## config.mk

```make
export PLATFORM = sky130hd
export DESIGN_NAME = cdf_lut_builder
export DESIGN_NICKNAME = d
export VERILOG_FILES = /design/src/rtl/hist_eq_pkg.sv /design/src/rtl/lut_divider.sv /design/src/rtl/cdf_lut_builder.sv
export SDC_FILE = /design/constraint.sdc
export NUM_CORES = 1
export LEC_CHECK = 0
export BUFFER_PORTS_ARGS = -buffer_cell sky130_fd_sc_hd__buf_2
export CAP_MARGIN = 5
export CORE_UTILIZATION = 55
export CTS_BUF_LIST = sky130_fd_sc_hd__clkbuf_8 sky130_fd_sc_hd__clkbuf_16
export DETAILED_ROUTE_END_ITERATION = 8
export PLACE_DENSITY = 0.75
export SETUP_SLACK_MARGIN = 0.05
export SYNTH_ARGS = -nofsm -noshare
export SYNTH_HDL_FRONTEND = slang
export SYNTH_SLANG_ARGS = --single-unit
```

## constraint.sdc

```tcl
create_clock -name clock -period 9.3 [get_ports clock]
set_input_delay 0.465 -clock clock [delete_from_list [all_inputs] [get_ports clock]]
set_output_delay 0.465 -clock clock [all_outputs]
set_load 0.05 [all_outputs]
```

## src/rtl/hist_eq_pkg.sv

```systemverilog
// Shared constants, state encoding and bin decode for the histogram equalizer stages.
package hist_eq_pkg;

  localparam int          BINS         = 256;
  localparam logic [15:0] TAG          = 16'hAAAA;
  localparam int          CNT_W        = 20;
  localparam int          ADDR_W       = 16;
  localparam int          NUM_W        = 27;
  localparam int          TOTAL_PIXELS = 307200;

  typedef enum logic [2:0] {
    CDF_IDLE     = 3'd0,
    CDF_SCAN     = 3'd1,
    CDF_EVAL_RD  = 3'd2,
    CDF_EVAL_DIV = 3'd3,
    CDF_EVAL_WR  = 3'd4,
    CDF_DONE     = 3'd5
  } cdf_state_t;

  // Untagged scratchpad entries are treated as empty bins.
  function automatic logic [CNT_W-1:0] bin_count(input logic [35:0] entry);
    return (entry[35:20] == TAG) ? entry[CNT_W-1:0] : '0;
  endfunction

endpackage

```

## src/rtl/lut_divider.sv

```systemverilog
// Restoring divider producing an 8-bit quotient, one bit per cycle, MSB first.
module lut_divider
  import hist_eq_pkg::*;
(
  input  logic             clock,
  input  logic             rst_n,
  input  logic             load,
  input  logic [NUM_W-1:0] num,
  input  logic [CNT_W-1:0] den,
  output logic [7:0]       q,
  output logic             busy
);

  logic [NUM_W-1:0] rem;
  logic [NUM_W-1:0] den_sh;
  logic [3:0]       steps;
  logic             den_zero;
  logic             take;

  assign take = !den_zero && (rem >= den_sh);

  // busy drops during the final step so the parent leaves its wait state in
  // lockstep with the last quotient bit landing.
  assign busy = load || (steps > 4'd1);

  always_ff @(posedge clock or negedge rst_n) begin
    if (!rst_n) begin
      rem      <= '0;
      den_sh   <= '0;
      steps    <= '0;
      den_zero <= 1'b0;
      q        <= '0;
    end else if (load) begin
      rem      <= num;
      den_sh   <= {den, 7'b0};
      steps    <= 4'd8;
      den_zero <= (den == '0);
      q        <= '0;
    end else if (steps != 4'd0) begin
      if (take) rem <= rem - den_sh;
      q      <= {q[6:0], take};
      den_sh <= den_sh >> 1;
      steps  <= steps - 4'd1;
    end
  end

endmodule

```

## src/rtl/cdf_lut_builder.sv

```systemverilog
// Builds the equalization LUT from the tagged histogram in scratchpad m2.
// IDLE clear | SCAN total/cdf_min | EVAL_RD cdf+load | EVAL_DIV divide | EVAL_WR lut write | DONE hold
module cdf_lut_builder
  import hist_eq_pkg::*;
(
  input  logic              clock,
  input  logic              rst_n,
  input  logic              start,
  input  logic              inputBaseOffset,
  output logic [ADDR_W-1:0] m2ReadAddr,
  input  logic [35:0]       m2ReadBus,
  output logic              lutWE,
  output logic [7:0]        lutWriteAddr,
  output logic [7:0]        lutWriteData,
  output logic              cdf_done
);

  cdf_state_t       state;
  logic [7:0]       bin;
  logic [CNT_W-1:0] total;
  logic [CNT_W-1:0] cdf_min;
  logic [CNT_W-1:0] cdf;

  logic [CNT_W-1:0] count;
  logic [CNT_W-1:0] cdf_new;
  logic [CNT_W-1:0] diff;
  logic [NUM_W-1:0] num;
  logic [CNT_W-1:0] den;
  logic             div_load;
  logic [7:0]       div_q;
  logic             div_busy;

  assign m2ReadAddr = {inputBaseOffset, 7'b0, bin};
  assign count      = bin_count(m2ReadBus);
  assign cdf_new    = cdf + count;
  assign diff       = cdf_new - cdf_min;
  assign num        = (cdf_new >= cdf_min) ? {7'b0, diff} * 27'd255 : '0;
  assign den        = total - cdf_min;
  assign div_load   = (state == CDF_EVAL_RD);

  lut_divider u_div (
    .clock (clock),
    .rst_n (rst_n),
    .load  (div_load),
    .num   (num),
    .den   (den),
    .q     (div_q),
    .busy  (div_busy)
  );

  always_ff @(posedge clock or negedge rst_n) begin
    if (!rst_n) begin
      state        <= CDF_IDLE;
      bin          <= '0;
      total        <= '0;
      cdf_min      <= '0;
      cdf          <= '0;
      lutWE        <= 1'b0;
      lutWriteAddr <= '0;
      lutWriteData <= '0;
      cdf_done     <= 1'b0;
    end else if (!start || state == CDF_IDLE) begin
      // Dropping start abandons any partial LUT; the next run starts from scratch.
      state        <= start ? CDF_SCAN : CDF_IDLE;
      bin          <= '0;
      total        <= '0;
      cdf_min      <= '0;
      cdf          <= '0;
      lutWE        <= 1'b0;
      lutWriteAddr <= '0;
      lutWriteData <= '0;
      cdf_done     <= 1'b0;
    end else begin
      lutWE <= 1'b0;
      case (state)
        CDF_SCAN: begin
          total <= total + count;
          if (cdf_min == '0 && count != '0) cdf_min <= count;
          if (bin == 8'd255) begin
            state <= CDF_EVAL_RD;
            cdf   <= '0;
          end
          bin <= bin + 8'd1;
        end
        CDF_EVAL_RD: begin
          cdf   <= cdf_new;
          state <= CDF_EVAL_DIV;
        end
        CDF_EVAL_DIV: begin
          if (!div_busy) state <= CDF_EVAL_WR;
        end
        CDF_EVAL_WR: begin
          lutWE        <= 1'b1;
          lutWriteAddr <= bin;
          lutWriteData <= div_q;
          if (bin == 8'd255) begin
            state <= CDF_DONE;
          end else begin
            bin   <= bin + 8'd1;
            state <= CDF_EVAL_RD;
          end
        end
        CDF_DONE: begin
          cdf_done <= 1'b1;
        end
        default: state <= CDF_IDLE;
      endcase
    end
  end

endmodule

```

Word-level counts from Yosys, hierarchy flattened
Cells that the tools add are included.

word-level totals
  register bits = 156
  bits of input ports = 40
  output and inout bits = 34
  word-level logic and storage cells = 96

operators by class
  add/sub/neg operators = 7
  multipliers = 1
  order comparisons = 3
  equal/unequal tests = 11
  multiplexer cells = 36
  reduce and logical (&&, ||, !) cells = 24

operators with widths
  operator                                              number
  two-way mux 27 bit                                    6
  two-way mux 20 bit                                    8
  two-way mux 8 bit                                     8
  adder 20 bit                                          2
  zero test 20 bit                                      2
  case mux 20 bit (2 select lines)                      1
  subtractor 20 bit                                     2
  greater-or-equal comparator 27 bit                    1
  multiplier 20 x 8 -> 27 bit (second input constant)   1
  subtractor 27 bit                                     1
  greater-or-equal comparator 20 bit                    1
  nonzero test 20 bit                                   1
  equality test 16 bit (second input constant)          1
  case mux 8 bit (2 select lines)                       1
  case mux 3 bit (5 select lines)                       1
  two-way mux 3 bit                                     4
  nonzero test 2 bit                                    6
  inequality test 3 bit (second input constant)         3
  adder 8 x 1 -> 8 bit (second input constant)          1
  equality test 8 bit (second input constant)           1
  two-way mux 4 bit                                     2
  AND reduction 2 bit                                   4
  equality test 3 x 2 -> 1 bit (second input constant)  2
  equality test 3 bit (second input constant)           2
  other kinds (12)                                      20

Depth between registers and ports, before layout
  depth in word-level cells = 7
  depth in mapped cells = 41
  gate-level depth less buffers = 38

Modules after synthesis
From an unflattened synthesis, not the netlist that was laid out.

unflattened totals
  cell total of the unflattened synthesis = 1862
  area total of the unflattened synthesis = 15957.8 sq um

by module, submodules not included
  module           times used  cells each  area each (sq um)
  cdf_lut_builder  1           1319        11374.7
  lut_divider      1           543         4583.1

Least setup slack after synthesis
OpenSTA, ideal clock, no wires.

  path kind = in2reg
  start point = input m2ReadBus[20]
  end point = register u_div.rem[25]
  arrival = 8.188 ns
  required time = 9.178 ns
  path slack = 0.990 ns
  stages on the path = 36
  path buffers = 3
  cells stage by stage = and4bb_2 -> and4_1 -> buf_2 -> clkbuf_1 -> and2_1 -> ha_1 -> a21o_1 -> a21o_1 -> a221o_1 -> a21oi_2 -> o21bai_1 -> a21oi_1 -> xnor2_1 -> ha_1 -> a21oi_1 -> o21ai_1 -> o211a_1 -> a211o_2 -> xor2_1 -> fa_1 -> inv_1 -> fa_1 -> inv_1 -> fa_1 -> inv_1 -> fa_1 -> inv_1 -> ha_1 -> clkbuf_1 -> a21o_1 -> a21o_1 -> a21o_1 -> o41ai_2 -> o21ai_0 -> xor2_1 -> a32o_1

on the way
  word-level cells in the longest chain between the ends = 7
  elaborated cells between the ends (all ways) = 8
  those cells by class = add/sub (2); mul (1); order compare (1); eq/ne (1); mux (3)

RTL lines
  element                      line                   source
  start, declared              cdf_lut_builder.sv:11  input logic [35:0] m2ReadBus,
  equality test 16 bit *       hist_eq_pkg.sv:22      return (entry[35:20] == TAG) ? entry[CNT_W-1:0] : '0;
  two-way mux 20 bit *         hist_eq_pkg.sv:22
  adder 20 bit *               cdf_lut_builder.sv:35  assign cdf_new = cdf + count;
  subtractor 20 bit            cdf_lut_builder.sv:36  assign diff = cdf_new - cdf_min;
  multiplier 20 x 8 -> 27 bit  cdf_lut_builder.sv:37  assign num = (cdf_new >= cdf_min) ? {7'b0, diff} * 27'd255 : '0;
  two-way mux 27 bit *         cdf_lut_builder.sv:37
  two-way mux 27 bit *         lut_divider.sv:33      end else if (load) begin
  end signal, assigned         lut_divider.sv:34      rem <= num;
  end signal, assigned         lut_divider.sv:40      if (take) rem <= rem - den_sh;
  end, declared                lut_divider.sv:14      logic [NUM_W-1:0] rem;

Mark *: on every way between the ends. The rest lies on a longest branch, timed or not.
A chain may end at the register's enable or synchronous reset.

Worst setup path after layout
  start point = input m2ReadBus[20]
  end point = register u_div.rem[26]

Same word-level chain as after synthesis.

==> summary.txt <==
part of the total power dissipated in the clock network -> 28.1%
flop-to-flop setup slack -> 1.18 ns
register bit count reported by yosys -> 156
number of maximum-capacitance constraint violations -> 0
combinational share of power -> 37.6%
# clock sinks -> 156
clk slew on worst S/H paths -> 0.07 ns
last weighted congestion value of the routability-driven placer -> 1.002
worst reg2reg path endpoint -> u_div.rem[26]$_DFFE_PN0P_
Die Outline Area -> 0.02929 sq mm
outcome -> completed
most frequent CP cell -> sky130_fd_sc_hd__fa_1
Sw Ratio -> 37.23%
share of cells above drive strength 1 -> 8.786%
Floorplan Core Area -> 0.02793 sq mm
I/O pin total -> 74
number of global-route vias before repair -> 13036
wire length of the first global-routing pass -> 66670 um
clock buffer count from CTS -> 17
Final Max Slew Viols -> 0
pin count of the biggest net entering global routing -> 90
placed wire-length estimate -> 32100 um
Syn-to-layout area delta -> 7.966%
Synth area leader -> sky130_fd_sc_hd__dfrtp_1
data arrival at the endpoint of the critical path -> 9.12 ns
critical path start-end classification -> in2reg
final period demand of the worst path -> 8.743 ns
maximum frequency from static timing analysis -> 114.4 MHz
unique cell type count in the Yosys netlist -> 97
Synth area leaders -> sky130_fd_sc_hd__dfrtp_1, sky130_fd_sc_hd__ha_1, sky130_fd_sc_hd__fa_1
post-CTS setup-driven buffer insertion count -> 0
cell depth of the worst flop-to-flop path -> 28
post-detailed-route count of antenna-violating nets -> 0
initial antenna violation count -> 0
cell area power density -> 142.8 mW/mm^2
number of DRC violations after detailed routing -> 0
global route total overflow -> 0
via count normalized by instance count -> 5.830
post-route fraction of the period consumed by the critical path -> 94.01%
die boundary width -> 171.2 um
Worst-Skew Late Latency -> 0.45 ns
overall via count from detail_route -> 13152
die span in y -> 171.2 um
number of instances in the synthesized netlist -> 1821
clock tree root buffer cell -> sky130_fd_sc_hd__clkbuf_16
critical path endpoint category -> flop
clock tree from TritonCTS -> built
WL/cell -> 18.13 um
async set-reset flop share out of synthesis -> 100.0%
count of routing violations after the opening detailed-route iteration -> 857
initial cell density of the core -> 56.34%
Mapped Area -> 0.01574 sq mm
Worst slew margin -> 21.17%
peak ir drop on the vdd network -> 0.1366 mV
final number of setup-violating endpoints -> 0
warning count from the yosys run -> 0
leakage -> 8.343 nW
startpoint kind of the worst setup timing path -> input port
number of cells upsized or downsized after cts -> 0
sequential cell fraction of total power -> 34.3%
area share of the leading cell type in the synthesized netlist -> 24.81%
worst slack at placement -> 0.1130 ns
stage delay of the slowest cell on the critical path -> 0.64 ns
internal power -> 1.523 mW
total routed wirelength -> 40900 um
number of hold buffers added after cts -> 0
Worst R2R Start -> cdf[2]$_DFFE_PN0P_
share of synthesized area occupied by flip-flops and latches -> 24.81%
transition time at the pin with the least slew margin -> 1.180 ns
class of the most critical hold timing path -> in2async
global-route usage over all layers -> 29.19%
RSZ-0062 raised after global routing -> false
summed negative setup slack over all endpoints -> 0 ns
standard-cell row count -> 61
final count of hold timing violations -> 0
NumNets Final -> 2150
primary flip-flop cell chosen by synthesis mapping -> sky130_fd_sc_hd__dfrtp_1
quantity of I/O buffers inserted on ports -> 64
Post-synth EDFFs -> 0
number of H-tree levels -> 4
maximum buffer depth of the clock tree -> 2
number of antenna cells inserted -> 0
Post-Route Skew -> 0.01033 ns
CP max-delay cell -> sky130_fd_sc_hd__fa_1
mean area per synthesized cell -> 8.642 sq um
CP Data Required Time -> 9.68 ns
drt pass-1 iters -> 5
minimum setup slack in the final design -> 0.5571 ns
utilization after layout -> 60.83%
net switching component of the power -> 0.9033 mW
maximum fanout count along the critical path -> 21
-- worst max-delay path, delay by kind of cell --
family	cells	cell delay (ns)
AO/OA/AOI/OAI	14	3.03
XOR/XNOR	2	0.69
AND/OR/NAND/NOR	6	1.29
buffers and inverters	4	0.67
adder cells (fa/ha/maj)	7	2.96
-- per-stage QoR --
| step | std cells | power (mW) | area, sq um | hold slack [ns] |
|---|---|---|---|---|
| after CTS | 2256 | 2.421 | 16970 | 0.1172 |
| after global routing | 2256 | 2.564 | 16990 | 0.1459 |
| after detailed placement | 2225 | 1.734 | 16420 | 0.4751 |
| final | 2256 | 2.427 | 16990 | 0.07437 |
| after floorplan | 1827 | 1.537 | 15760 | 0.1694 |
| after global placement | 2225 | 1.711 | 16420 | 0.4705 |
-- flip-flops by register name, indices dropped and copies added, names as in the netlist --
register	count
bin	8
cdf	20
cdf_done	1
cdf_min	20
lutWE	1
lutWriteAddr	8
lutWriteData	8
state	3
total	20
u_div.den_sh	27
u_div.den_zero	1
u_div.q	8
u_div.rem	27
u_div.steps	4
-- cell usage in the layout (no fill, tap or decap), types with 5 or more instances in the layout --
master                      count
sky130_fd_sc_hd__a21oi_2        6
sky130_fd_sc_hd__nand3_1       25
sky130_fd_sc_hd__a31oi_1       21
sky130_fd_sc_hd__mux2i_1        6
sky130_fd_sc_hd__o21a_1        16
sky130_fd_sc_hd__a22oi_1        7
sky130_fd_sc_hd__nand2_1      154
sky130_fd_sc_hd__buf_4         17
sky130_fd_sc_hd__a21oi_1      157
sky130_fd_sc_hd__nor4_1        13
sky130_fd_sc_hd__o22a_1         8
sky130_fd_sc_hd__nor2_1       125
sky130_fd_sc_hd__nor3_1        25
sky130_fd_sc_hd__a21o_1        49
sky130_fd_sc_hd__and3_1        14
sky130_fd_sc_hd__and2_1        24
sky130_fd_sc_hd__fa_1          81
sky130_fd_sc_hd__clkbuf_16     17
sky130_fd_sc_hd__or3_1         11
sky130_fd_sc_hd__a211o_1        5
sky130_fd_sc_hd__nand4_1       12
sky130_fd_sc_hd__a22o_1        37
sky130_fd_sc_hd__o22ai_1        6
sky130_fd_sc_hd__xnor2_1       63
sky130_fd_sc_hd__nor2b_1       15
sky130_fd_sc_hd__or2_2          9
sky130_fd_sc_hd__a211oi_1      15
sky130_fd_sc_hd__conb_1         7
sky130_fd_sc_hd__ha_1         163
sky130_fd_sc_hd__o21ai_1       13
sky130_fd_sc_hd__o21ai_0       97
sky130_fd_sc_hd__o211ai_1       9
sky130_fd_sc_hd__buf_2         63
sky130_fd_sc_hd__o31ai_1        5
sky130_fd_sc_hd__o21bai_1      16
sky130_fd_sc_hd__nand2b_1      15
sky130_fd_sc_hd__inv_1        229
sky130_fd_sc_hd__dfrtp_1      156
sky130_fd_sc_hd__xor2_1        50
-- Yosys cell counts, types with 37 or more instances --
master,instances
sky130_fd_sc_hd__xnor2_1,65
sky130_fd_sc_hd__clkbuf_1,39
sky130_fd_sc_hd__inv_1,226
sky130_fd_sc_hd__dfrtp_1,156
sky130_fd_sc_hd__fa_1,81
sky130_fd_sc_hd__nand2_1,154
sky130_fd_sc_hd__o21ai_0,97
sky130_fd_sc_hd__a21oi_1,157
sky130_fd_sc_hd__nor2_1,125
sky130_fd_sc_hd__xor2_1,51
sky130_fd_sc_hd__ha_1,163
sky130_fd_sc_hd__a21o_1,49
sky130_fd_sc_hd__a22o_1,37
-- power groups by stage --
stage               registers, mW  logic, mW  clock network [mW]
finish                      0.832      0.913               0.681
global route                0.840       1.01               0.716
CTS                         0.831      0.903               0.686
detailed placement          0.842      0.892                   0
global placement            0.843      0.868                   0
floorplan                   0.821      0.716                   0
-- layout make-up --
| type | count | area, sq um |
|---|---|---|
| clock buffers | 19 | 452.9 |
| clock inverters | 12 | 100.1 |
| fillers | 2477 | 10940 |
| inverters | 227 | 852.1 |
| multi-input cells | 1383 | 10760 |
| flip-flops and latches | 156 | 3904 |
| well taps | 378 | 473.0 |
| repair buffers | 81 | 454.2 |
-- worst max-delay path by stage --
stage                        startpoint                        end  slack [ns]  cells after the start
after floorplan           m2ReadBus[20]  u_div.rem[25]$_DFFE_PN0P_        0.99                     36
after global placement    m2ReadBus[20]  u_div.rem[25]$_DFFE_PN0P_        0.08                     32
after detailed placement  m2ReadBus[20]  u_div.rem[25]$_DFFE_PN0P_        0.11                     34
after CTS                 m2ReadBus[20]  u_div.rem[25]$_DFFE_PN0P_        0.53                     34
after global routing      m2ReadBus[28]  u_div.rem[26]$_DFFE_PN0P_        0.05                     34
final                     m2ReadBus[20]  u_div.rem[26]$_DFFE_PN0P_        0.56                     33
-- cell families (layout without fill, tap and decap cells) --
kind of cell | Yosys count | count (layout) | share of synthesized area, %
muxes | 9 | 9 | 0.5963
buffers and inverters | 288 | 339 | 7.267
xor gates and xnor gates | 121 | 121 | 7.155
DFF | 156 | 156 | 24.81
AOI/OAI and AO/OA | 531 | 531 | 22.44
other | 1 | 7 | 0.02383
adders and majority gates | 245 | 245 | 23.33
and+or+nand+nor | 470 | 470 | 14.38
-- metal layers --
metal  track usage, %  vias to the layer above  part of all wire (%)  wire length [um]
li1                 -                     6398                     -                 -
met4            12.73                        0                   3.8              1541
met3            4.742                       91                   5.1              2096
met1            37.88                     6322                    44             17980
met2            47.97                      341                    47             19290
met5                0                        -                     0                 0
Power figures use the tool's default switching activity.
